===== src/rtl/spi_pkg.sv =====
`default_nettype none
// ============================================================================
// spi_pkg: FSM states, SPI mode encodings and default sizes for master_spi_param
// Revision: 1.0
// ============================================================================
package spi_pkg;

  localparam int DEF_WIDTH = 16;
  localparam int DEF_DIV   = 4;
  localparam int DEF_NCS   = 4;

  // Mode index is {Cpol, Cpha}
  localparam logic [1:0] MODE0 = 2'b00;
  localparam logic [1:0] MODE1 = 2'b01;
  localparam logic [1:0] MODE2 = 2'b10;
  localparam logic [1:0] MODE3 = 2'b11;

  typedef enum logic [2:0] {
    IDLE   = 3'd0,
    SETUP  = 3'd1,
    SHIFT  = 3'd2,
    HOLD   = 3'd3,
    FINISH = 3'd4
  } spi_state_t;

endpackage
`default_nettype wire


===== src/rtl/spi_tick_div.sv =====
`default_nettype none
// ============================================================================
// spi_tick_div: free-running DIV-cycle half-period counter with clear and tick
// Revision: 1.0
// ============================================================================
module spi_tick_div #(
  parameter int DIV = 4
) (
  input  logic clk,
  input  logic rst,
  input  logic clear,
  output logic tick
);

  localparam int            CW   = (DIV > 1) ? $clog2(DIV) : 1;
  localparam logic [CW-1:0] LAST = CW'(DIV - 1);

  logic [CW-1:0] count;

  always_ff @(posedge clk) begin
    if (rst || clear) begin
      count <= '0;
    end else if (count == LAST) begin
      count <= '0;
    end else begin
      count <= count + 1'b1;
    end
  end

  assign tick = !clear && (count == LAST);

endmodule
`default_nettype wire


===== src/rtl/master_spi_param.sv =====
`default_nettype none
// ============================================================================
// master_spi_param: SPI master, configurable width/rate/selects, modes 0-3
// Revision: 1.0
// ============================================================================
module master_spi_param
  import spi_pkg::*;
#(
  parameter int WIDTH = DEF_WIDTH,
  parameter int DIV   = DEF_DIV,
  parameter int NCS   = DEF_NCS,
  parameter int SELW  = (NCS > 1) ? $clog2(NCS) : 1
) (
  input  logic             CLK,
  input  logic             RST,
  input  logic             Go,
  input  logic [WIDTH-1:0] Tx_word,
  input  logic [SELW-1:0]  Cs_sel,
  input  logic             Cpol,
  input  logic             Cpha,
  output logic [WIDTH-1:0] Rx_word,
  output logic             Busy,
  output logic             Done,
  output logic [NCS-1:0]   CS,
  output logic             SCK,
  output logic             MOSI,
  input  logic             MISO
);

  localparam int            BW       = (WIDTH > 1) ? $clog2(WIDTH) : 1;
  localparam logic [BW-1:0] LAST_BIT = BW'(WIDTH - 1);

  spi_state_t       state, state_n;
  logic             cpol_q, cpol_n, cpha_q, cpha_n;
  logic [SELW-1:0]  sel_q, sel_n;
  logic [WIDTH-1:0] tx_q, tx_n, rx_q, rx_n, rx_word_n;
  logic [BW-1:0]    bit_q, bit_n;
  logic             half_q, half_n;
  logic             sck_n, mosi_n, busy_n, done_n, xfer_active;
  logic [NCS-1:0]   cs_n;
  logic             idle, tick, lead_edge, trail_edge;

  assign idle = (state == IDLE);

  spi_tick_div #(.DIV(DIV)) u_tick (
    .clk   (CLK),
    .rst   (RST),
    .clear (idle),
    .tick  (tick)
  );

  // half_q marks that the next SCK edge is the trailing one of the current bit
  assign lead_edge  = tick && ((state == SETUP) || ((state == SHIFT) && !half_q));
  assign trail_edge = tick && (state == SHIFT) && half_q;

  always_comb begin
    state_n   = state;
    cpol_n    = cpol_q;
    cpha_n    = cpha_q;
    sel_n     = sel_q;
    tx_n      = tx_q;
    rx_n      = rx_q;
    bit_n     = bit_q;
    half_n    = half_q;
    sck_n     = SCK;
    mosi_n    = MOSI;
    rx_word_n = Rx_word;

    case (state)
      IDLE: begin
        sck_n  = cpol_q;
        mosi_n = 1'b1;
        if (Go) begin
          state_n = SETUP;
          cpol_n  = Cpol;
          cpha_n  = Cpha;
          sel_n   = Cs_sel;
          tx_n    = Tx_word;
          rx_n    = '0;
          bit_n   = '0;
          half_n  = 1'b0;
          sck_n   = Cpol;
          mosi_n  = Cpha ? 1'b1 : Tx_word[WIDTH-1];
        end
      end
      SETUP: if (tick) state_n = SHIFT;
      SHIFT: if (trail_edge && (bit_q == LAST_BIT)) state_n = HOLD;
      HOLD: begin
        if (tick) begin
          state_n   = FINISH;
          mosi_n    = 1'b1;
          rx_word_n = rx_q;
        end
      end
      FINISH:  state_n = IDLE;
      default: state_n = IDLE;
    endcase

    if (lead_edge) begin
      sck_n  = ~SCK;
      half_n = 1'b1;
      if (!cpha_q) begin
        rx_n = {rx_q[WIDTH-2:0], MISO};
      end else begin
        mosi_n = tx_q[WIDTH-1];
        tx_n   = tx_q << 1;
      end
    end

    if (trail_edge) begin
      sck_n  = ~SCK;
      half_n = 1'b0;
      if (cpha_q) begin
        rx_n = {rx_q[WIDTH-2:0], MISO};
      end else if (bit_q != LAST_BIT) begin
        mosi_n = tx_q[WIDTH-2];
        tx_n   = tx_q << 1;
      end
      if (bit_q != LAST_BIT) bit_n = bit_q + 1'b1;
    end

    xfer_active = (state_n == SETUP) || (state_n == SHIFT) || (state_n == HOLD);
    busy_n      = (state_n != IDLE);
    done_n      = (state_n == FINISH);
    // An out-of-range select leaves every line deasserted
    cs_n        = '1;
    for (int i = 0; i < NCS; i++) begin
      if (xfer_active && (int'(sel_n) == i)) cs_n[i] = 1'b0;
    end
  end

  always_ff @(posedge CLK) begin
    if (RST) begin
      state   <= IDLE;
      cpol_q  <= 1'b0;
      cpha_q  <= 1'b0;
      sel_q   <= '0;
      tx_q    <= '0;
      rx_q    <= '0;
      bit_q   <= '0;
      half_q  <= 1'b0;
      Rx_word <= '0;
      Busy    <= 1'b0;
      Done    <= 1'b0;
      CS      <= '1;
      SCK     <= 1'b0;
      MOSI    <= 1'b1;
    end else begin
      state   <= state_n;
      cpol_q  <= cpol_n;
      cpha_q  <= cpha_n;
      sel_q   <= sel_n;
      tx_q    <= tx_n;
      rx_q    <= rx_n;
      bit_q   <= bit_n;
      half_q  <= half_n;
      Rx_word <= rx_word_n;
      Busy    <= busy_n;
      Done    <= done_n;
      CS      <= cs_n;
      SCK     <= sck_n;
      MOSI    <= mosi_n;
    end
  end

endmodule
`default_nettype wire


===== config.mk =====
export PLATFORM = sky130hd
export DESIGN_NAME = master_spi_param
export DESIGN_NICKNAME = d
export VERILOG_FILES = /design/src/rtl/spi_pkg.sv /design/src/rtl/spi_tick_div.sv /design/src/rtl/master_spi_param.sv
export SDC_FILE = /design/constraint.sdc
export NUM_CORES = 1
export LEC_CHECK = 0
export BUFFER_PORTS_ARGS = -buffer_cell sky130_fd_sc_hd__buf_4
export CAP_MARGIN = 15
export CORE_MARGIN = 4
export CORE_UTILIZATION = 51
export DETAILED_ROUTE_END_ITERATION = 6
export PLACE_DENSITY = 0.76
export SYNTH_ARGS = -nofsm -noshare
export SYNTH_HDL_FRONTEND = slang
export SYNTH_SLANG_ARGS = --single-unit

===== constraint.sdc =====
create_clock -name CLK -period 1.63 [get_ports CLK]
set_input_delay 0 -clock CLK [delete_from_list [all_inputs] [get_ports CLK]]
set_output_delay 0 -clock CLK [all_outputs]
set_load 0.01 [all_outputs]

==> results of run 1 <==
==> per-stage QoR <==
| stage | instance area (um^2) | std cells | worst slack, ns | util [%] | hold slack [ns] |
|---|---|---|---|---|---|
| 2_1_floorplan | 3100 | 333 | 0.00165 | - | 0.126 |
| 3_3_place_gp | 3670 | 462 | -0.0415 | 62.4 | 0.212 |
| 3_5_place_dp | 3670 | 462 | -0.105 | 62.4 | 0.217 |
| 4_1_cts | 3960 | 488 | 0.00725 | 67.3 | 0.000716 |
| 5_1_grt | 4130 | 494 | -0.112 | 70.1 | 0.0255 |
| 6_report | 4130 | 494 | -0.0200 | 70.1 | 0.00345 |
==> cell usage in the layout, fill, tap and decap left out, drive strengths merged, types with 2 or more instances in the layout <==
cell type,instances
nor3,8
inv,15
nor2,13
dfxtp,70
nand3,11
a311oi,16
o21ai,5
a221oi,16
nand2b,2
buf,87
xor2,2
nand4bb,2
o211ai,3
or4b,3
a22o,16
nor3b,5
and2b,3
nand3b,2
nor4b,2
clkbuf,14
nand2,49
clkinv,3
dlygate4sd3,8
ha,2
and2,16
a21oi,26
a32oi,3
==> cell families after synthesis <==
| family | share of synthesized area [%] |
|---|---|
| xor gates and xnor gates | 0.568 |
| and+or+nand+nor | 21.0 |
| adders and majority gates | 0.811 |
| DFF | 45.4 |
| buffers and inverters | 7.58 |
| AOI/OAI and AO/OA | 23.9 |
| muxes | 0.689 |
==> routing by layer <==
metal	GRT usage [%]	vias to the layer above	wire length, um
li1	-	1382	-
met1	25.2	1317	3290
met2	33.3	69	3710
met3	5.09	12	364
met4	9.78	0	126
met5	0	-	0
==> registers in the layout, indices dropped and copies added (netlist names), 2 cells and up <==
signal / flops
rx_q: 16
tx_q: 16
sel_q: 2
Rx_word: 16
state: 3
u_tick.count: 2
CS: 4
bit_q: 4
==> power groups by stage <==
stage / Combinational (mW) / Sequential, mW / Clock, mW
2_1_floorplan: 0.215 / 1.81 / 0
3_3_place_gp: 0.326 / 1.82 / 0
3_5_place_dp: 0.332 / 1.82 / 0
4_1_cts: 0.360 / 1.78 / 1.25
5_1_grt: 0.426 / 1.79 / 1.34
6_report: 0.391 / 1.78 / 1.22
==> path summary, 6_finish.rpt <==
kind,from,endpoint,depth (start not counted)
max reg2reg,state[0],rx_q[11],6
min,Tx_word[7],tx_q[7],3
min reg2reg,u_tick.count[0],u_tick.count[0],1
max,state[0],rx_q[11],6
==> worst max-delay path: stages (launching register included) <==
cell and delay (ns):
dfxtp_4 0.39, buf_4 0.17, nor4b_4 0.34, nor2_1 0.07, o211a_1 0.16, buf_12 0.16, a22o_2 0.25
==> final cells by class <==
type                            instances  area, um^2  area share (%)
Clock buffer                           12         145            3.52
Clock inverter                          4        22.5           0.546
Timing Repair Buffer                   97         818            19.8
Tap cell                               75        93.8            2.27
Sequential cell                        70        1410            34.2
Multi-Input combinational cell        221        1580            38.3
Inverter                               15        56.3            1.36
==> what timing repair did <==
action,4_1_cts,5_1_grt
hold endpoints to repair,21,0
endpoints found under the setup margin,38,40
pin swaps,2,6
gates resized for setup,9,25
cloned,2,2
hold buffers,8,0
buffers inserted,0,4
==> flow_metrics.env, run 1 <==
export IMPL_grt_pass1_wl_um=12100
export IMPL_drt_first_pass_iters=4
export IMPL_core_area_um2=5890
export IMPL_tns_ns=-0.129
export IMPL_hp_class="input port to flip-flop"
export IMPL_reg2reg_slack_ns=-0.02
export IMPL_fmax_mhz=606
export IMPL_synthTopCellsByArea="dfxtp_1 (45%), nand2_1 (6.0%), a311oi_1 (4.5%)"
export IMPL_clk_pin_slew_ns=0.08
export IMPL_synth_area_per_cell_um2=9.27
export IMPL_drc=0
export IMPL_tightestPinTransition_ns=0.441
export IMPL_period_minus_slack_ns=1.65
export IMPL_p_clk_share_pct=35.9
export IMPL_cp_end_kind="flip-flop"
export IMPL_worstPathArrival_ns=1.89
export IMPL_antenna_cells=0
export IMPL_antenna_found_initial=0
export IMPL_hold_viol_final=0
export IMPL_cts_made_buffers=9
export IMPL_routed_wl_um=7500
export IMPL_start_kind="flip-flop"
export IMPL_period_share_pct=101
export IMPL_drt_iter0_markers=133
export IMPL_skew_ns=0.0116
export IMPL_synth_common_cells="dfxtp_1 (70), nand2_1 (49), a21oi_1 (26)"
export IMPL_num_fill_cells=463
export IMPL_ys_types=50
export IMPL_synth_top_area_share_pct=45.4
export IMPL_dp_hpwl_um=4520
export IMPL_rows=28
export IMPL_synth_seq_cells=70
export IMPL_seqPwrFrac_pct=52.5
export IMPL_comb_power_share_pct=11.5
export IMPL_die_h_um=85.8
export IMPL_grt_max_degree=39
export IMPL_fin_ws_ns=-0.0200
export IMPL_ios=48
export IMPL_yosysTopAreaCell="dfxtp_1"
export IMPL_p_leak_nw=1.59
export IMPL_initial_core_util_pct=52.4
export IMPL_cp_max_fo=16
export IMPL_drv_cap=0
export IMPL_wl_per_cell_um=15.2
export IMPL_fp_dieW_um=85.8
export IMPL_h_tree_depth=3
export IMPL_intPower_mw=2.54
export IMPL_cts_root_buf="clkbuf_8"
export IMPL_status="finished with violations"
export IMPL_grt_total_usage_pct=20.4
export IMPL_synth_edf_count=0
export IMPL_yosys_warnings=0
export IMPL_portBuffers=47
export IMPL_p_sw_mw=0.850
export IMPL_layout_drive_gt1_share_pct=35.1
export IMPL_cts_tree="built"
export IMPL_ys_flop_type="dfxtp_1"
export IMPL_routabilityCongestion=0.817
export IMPL_cts_buffer_depth=2
export IMPL_rsz0062_at_grt="true"
export IMPL_netlist_instances=333
export IMPL_area_delta_synth_final_pct=33.7
export IMPL_syn_area_um2=3090
export IMPL_ant_nets=0
export IMPL_vias_per_cell=5.63
export IMPL_yosys_cell_count_top_type="dfxtp_1"
export IMPL_path_class="flip-flop to flip-flop"
export IMPL_maxSlewViolCount=0
export IMPL_ir_drop_v=0.000775
export IMPL_finalPower_mw=3.39
export IMPL_relSlewSlack_pct=70.6
export IMPL_async_reset_ff_share_pct=0
export IMPL_clk_latency_ns=0.35
export IMPL_overflow=0
export IMPL_synth_seq_area_share_pct=45.4
export IMPL_violations="setup timing"
export IMPL_synth_nets=359
export IMPL_dr_total_vias=2780
export IMPL_die_area_um2=7360
export IMPL_sw_frac_of_total_pct=25.0
export IMPL_power_density_nw_per_um2=822
export IMPL_nets=440
export IMPL_required_ns=1.87
export IMPL_clock_sink_count=70
export IMPL_setup_viol=10
export IMPL_grt_pass1_vias=2655
(Power assumes the default switching activity.)
==> run 2, diff against run 1 <==
- PLACE_DENSITY: 0.76 -> unset
- PLACE_DENSITY_LB_ADDON: unset -> 0.2
==> run 2 against run 1 <==
Effect of this change:
- the run still ends with setup timing left
- total power up 3.7%
- die area unchanged
- count of clock-buffer cells in the layout down 1
- largest power group unchanged
==> flow_metrics.env, run 2 (synthesized netlist as in run 1, its figures left out) <==
export IMPL_status="finished with violations"
export IMPL_violations="setup timing"
export IMPL_fp_dieW_um=85.8
export IMPL_wl_per_cell_um=15.3
export IMPL_crit_buf_inv=1
export IMPL_hold_viol_final=0
export IMPL_antenna_found_initial=0
export IMPL_critPathTopFamily="simple AND/OR/NAND/NOR gates"
export IMPL_drt_iter0_markers=183
export IMPL_core_area_um2=5890
export IMPL_cp_end_kind="flip-flop"
export IMPL_portBuffers=47
export IMPL_final_cell_mix="buf_4 (71), dfxtp_1 (65), nand2_1 (49)"
export IMPL_rsz0062_at_grt="true"
export IMPL_maxSlewViolCount=0
export IMPL_area_delta_synth_final_pct=34.2
export IMPL_required_ns=1.85
export IMPL_drv_cap=0
export IMPL_grt_pass1_wl_um=11700
export IMPL_cts_tree="built"
export IMPL_final_common_cell="buf_4"
export IMPL_rows=28
export IMPL_routed_wl_um=7450
export IMPL_power_density_nw_per_um2=850
export IMPL_cp_max_fo=10
export IMPL_clk_pin_slew_ns=0.07
export IMPL_ant_nets=0
export IMPL_final_util_pct=70.4
export IMPL_nets=434
export IMPL_clock_sink_count=70
export IMPL_relSlewSlack_pct=76.3
export IMPL_fin_ws_ns=-0.00449
export IMPL_routabilityCongestion=0.907
export IMPL_vias_per_cell=5.61
export IMPL_post_place_ws_ns=-0.0640
export IMPL_drc=0
export IMPL_grt_pass1_vias=2584
export IMPL_cp_slowest_cell="or3_4"
export IMPL_dr_total_vias=2730
export IMPL_tns_ns=-0.00449
export IMPL_ir_drop_v=0.000559
export IMPL_die_h_um=85.8
export IMPL_clk_latency_ns=0.34
export IMPL_period_minus_slack_ns=1.63
export IMPL_final_cell_area_um2=4140
export IMPL_layout_drive_gt1_share_pct=34.5
export IMPL_tightestPinTransition_ns=0.355
export IMPL_cts_buffer_depth=2
export IMPL_path_class="flip-flop to flip-flop"
export IMPL_critical_path_max_stage_delay_ns=0.41
export IMPL_initial_core_util_pct=52.4
export IMPL_skew_ns=0.00674
export IMPL_cts_made_buffers=9
export IMPL_grt_total_usage_pct=19.7
export IMPL_largestRegisters="Rx_word: 16 flops, rx_q: 16 flops, tx_q: 16 flops"
export IMPL_antenna_cells=0
export IMPL_drt_first_pass_iters=4
export IMPL_worstPathArrival_ns=1.85
export IMPL_p_leak_nw=1.59
export IMPL_fmax_mhz=612
export IMPL_worstPathCellList="buf_6 -> nand3b_1 -> or3_4 -> a32oi_2 -> a21oi_1"
export IMPL_overflow=0
export IMPL_period_share_pct=100
export IMPL_h_tree_depth=3
export IMPL_cts_root_buf="clkbuf_8"
export IMPL_setup_viol=1
export IMPL_ios=48
export IMPL_grt_max_degree=34
export IMPL_start_kind="flip-flop"
export IMPL_die_area_um2=7360
export IMPL_dpl_instance_area_um2=3640
export IMPL_dp_hpwl_um=4330
export IMPL_hp_class="input port to flip-flop"
[run 2: repair_timing]
action / in CTS / in global routing
endpoints found under the setup margin: 35 / 56
hold endpoints to repair: 10 / 0
cloned: 2 / 3
resized for setup: 6 / 34
pin swaps: 2 / 7
buffers inserted: 0 / 3
hold buffers: 6 / 0
[run 2: metal layers]
layer,wire (um),up-vias,track usage (%),part of all wire [%]
met2,3620,58,31.9,49
met3,259,13,4.80,3.5
met4,147,0,8.92,2.0
met5,0,-,0,0
met1,3420,1293,24.9,46
li1,-,1366,-,-
[run 2: area by class of cell]
type / instances / area (um^2)
Fill cell: 455 / 1740
Multi-Input combinational cell: 221 / 1580
Sequential cell: 70 / 1410
Timing Repair Buffer: 91 / 811
Clock buffer: 11 / 141
Tap cell: 75 / 93.8
Inverter: 15 / 56.3
Clock inverter: 4 / 47.5
[run 2: final timing paths]
path | from | cells after the start | end | slack, ns
worst max-delay path | state[0] | 5 | bit_q[3] | -0.004
worst min-delay path | Tx_word[8] | 3 | tx_q[8] | 0.01
worst max register to register | state[0] | 5 | bit_q[3] | -0.004
worst min register to register | u_tick.count[0] | 1 | u_tick.count[0] | 0.44
[run 2: through the flow]
step	hold WS (ns)	total power, mW	std cells
final	0.00981	3.52	487
after global routing	0.0223	3.67	487
after CTS	0.0154	3.52	481
after detailed placement	0.217	2.15	458
after global placement	0.213	2.14	458
after floorplan	0.126	2.03	333
[run 2: report_power, final]
part / internal (mW) / switching [mW]
logic: 0.201 / 0.178
registers: 1.75 / 0.0346
clock network: 0.735 / 0.619
[run 2: tightest hold or removal path: cells and delay by family]
family          cells  cell delay, ns
buf+inv             1            0.08
compound gates      2            0.21
==> run 3, diff against run 2 <==
- CORE_UTILIZATION: 51 -> 60
- clock period: 1.63 -> 2 ns (I/O delays scaled with it)
==> run 3 against run 2 <==
Effect of this change:
- the run now ends clean
- largest cell class unchanged
- count of clock-buffer cells in the layout down 1
- via count fell by 3.9%
- setup slack better by 0.14 ns
- final cell count down 7.0%
- sequential share of layout area increased by 3.5 points
==> flow_metrics.env, run 3 (synthesized netlist as in run 1, its figures left out) <==
export IMPL_cp_max_fo=24
export IMPL_antenna_found_initial=0
export IMPL_p_leak_nw=1.41
export IMPL_tns_ns=0
export IMPL_antenna_cells=0
export IMPL_power_density_nw_per_um2=789
export IMPL_cts_made_buffers=9
export IMPL_drt_iter0_markers=208
export IMPL_drt_first_pass_iters=4
export IMPL_required_ns=2.23
export IMPL_core_area_um2=4850
export IMPL_dr_total_vias=2624
export IMPL_worstPathCellList="buf_4 -> nor4b_4 -> buf_4 -> a221oi_1 -> a311oi_1"
export IMPL_final_cell_mix="dfxtp_1 (70), buf_4 (59), nand2_1 (49)"
export IMPL_fmax_mhz=536
export IMPL_timing_rr_start="state[0]"
export IMPL_post_cts_buffers=0
export IMPL_path_class="flip-flop to flip-flop"
export IMPL_wl_per_cell_um=14.9
export IMPL_comb_power_share_pct=8.6
export IMPL_clk_latency_ns=0.34
export IMPL_sw_frac_of_total_pct=23.4
export IMPL_grt_max_degree=33
export IMPL_overflow=0
export IMPL_skew_ns=0.00854
export IMPL_fin_ws_ns=0.135
export IMPL_rows=25
export IMPL_nets=407
export IMPL_maxSlewViolCount=0
export IMPL_start_kind="flip-flop"
export IMPL_area_delta_synth_final_pct=20.8
export IMPL_grt_pass1_wl_um=11800
export IMPL_layout_drive_gt1_share_pct=24.9
export IMPL_worstSetupStartpoint="state[0]"
export IMPL_p_sw_mw=0.688
export IMPL_finalPower_mw=2.94
export IMPL_largestRegisters="Rx_word: 16 flops, rx_q: 16 flops, tx_q: 16 flops"
export IMPL_fp_dieW_um=79.7
export IMPL_clk_pin_slew_ns=0.08
export IMPL_relSlewSlack_pct=69.1
export IMPL_intPower_mw=2.26
export IMPL_ir_drop_v=0.000586
export IMPL_routed_wl_um=6760
export IMPL_min_delay_start="RST"
export IMPL_drc=0
export IMPL_hold_ws_ns=0.0239
export IMPL_cp_slowest_cell="dfxtp_1"
export IMPL_period_share_pct=93.2
export IMPL_cts_root_buf="clkbuf_8"
export IMPL_cts_tree="built"
export IMPL_post_place_ws_ns=0.165
export IMPL_grt_total_usage_pct=23.3
export IMPL_tightestPinTransition_ns=0.463
export IMPL_portBuffers=47
export IMPL_clock_sink_count=70
export IMPL_crit_top_cell="buf_4"
export IMPL_seqPwrFrac_pct=49.5
export IMPL_die_h_um=79.7
export IMPL_period_minus_slack_ns=1.86
export IMPL_routabilityCongestion=0.824
export IMPL_critical_path_max_stage_delay_ns=0.43
export IMPL_grt_pass1_vias=2510
export IMPL_ios=48
export IMPL_cts_buffer_depth=2
export IMPL_initial_core_util_pct=63.7
export IMPL_rsz0062_at_grt="false"
export IMPL_num_fill_cells=359
export IMPL_dp_hpwl_um=4310
export IMPL_cp_end_kind="flip-flop"
export IMPL_setup_viol=0
export IMPL_vias_per_cell=5.79
export IMPL_die_area_um2=6360
export IMPL_ant_nets=0
export IMPL_final_common_cell="dfxtp_1"
export IMPL_drv_cap=0
export IMPL_p_clk_share_pct=42.0
export IMPL_h_tree_depth=3
export IMPL_worstPathArrival_ns=2.10
export IMPL_hold_viol_final=0
export IMPL_status="finished, final reports clean"
export IMPL_hp_class="input port to flip-flop"
## run 3: stage by stage
step	utilization (%)	instances	instance area [um^2]
finish	76.9	453	3730
global route	76.9	453	3730
CTS	76.9	453	3730
detailed placement	71.3	431	3460
global placement	71.3	431	3460
floorplan	-	333	3090
## run 3: final cells by class
| type | instances | area (um^2) | share of cell area (%) |
|---|---|---|---|
| Tap cell | 67 | 83.8 | 2.25 |
| Sequential cell | 70 | 1400 | 37.6 |
| Multi-Input combinational cell | 219 | 1450 | 38.9 |
| Timing Repair Buffer | 66 | 523 | 14.0 |
| Clock inverter | 6 | 86.3 | 2.31 |
| Inverter | 15 | 56.3 | 1.51 |
| Clock buffer | 10 | 128 | 3.42 |
## run 3: timing repair
item | in CTS | in global routing
hold buffers | 6 | 0
gates resized for setup | 0 | 1
endpoints found under the hold margin | 10 | 0
setup endpoints to repair | 0 | 14
## run 3: worst paths after layout
| check | to | slack (ns) | depth (start not counted) |
|---|---|---|---|
| hold / removal | bit_q[0] | 0.02 | 2 |
| setup reg to reg | tx_q[13] | 0.14 | 5 |
| hold reg to reg | u_tick.count[0] | 0.43 | 1 |
| setup / recovery | tx_q[13] | 0.14 | 5 |
## run 3: critical path, delay by kind of cell (launching register included)
family	cells	cell delay, ns
compound gates	2	0.45
flops	1	0.43
simple gates	1	0.30
buf+inv	2	0.58
## run 3: per-layer routing
| metal | wire, um | track usage, % | part of all wire (%) | up-vias |
|---|---|---|---|---|
| met3 | 320 | 6.66 | 4.7 | 11 |
| met2 | 3310 | 37.1 | 49 | 54 |
| met4 | 102 | 8.76 | 1.5 | 0 |
| met1 | 3030 | 29.9 | 45 | 1257 |
| met5 | 0 | 0 | 0 | - |
| li1 | - | - | - | 1302 |
## run 3: power by group through the flow
| stage | logic, mW | registers [mW] | clock network (mW) |
|---|---|---|---|
| after floorplan | 0.173 | 1.48 | 0 |
| after global placement | 0.237 | 1.49 | 0 |
| after detailed placement | 0.243 | 1.49 | 0 |
| after CTS | 0.253 | 1.46 | 1.26 |
| after global routing | 0.282 | 1.46 | 1.33 |
| final | 0.253 | 1.46 | 1.23 |
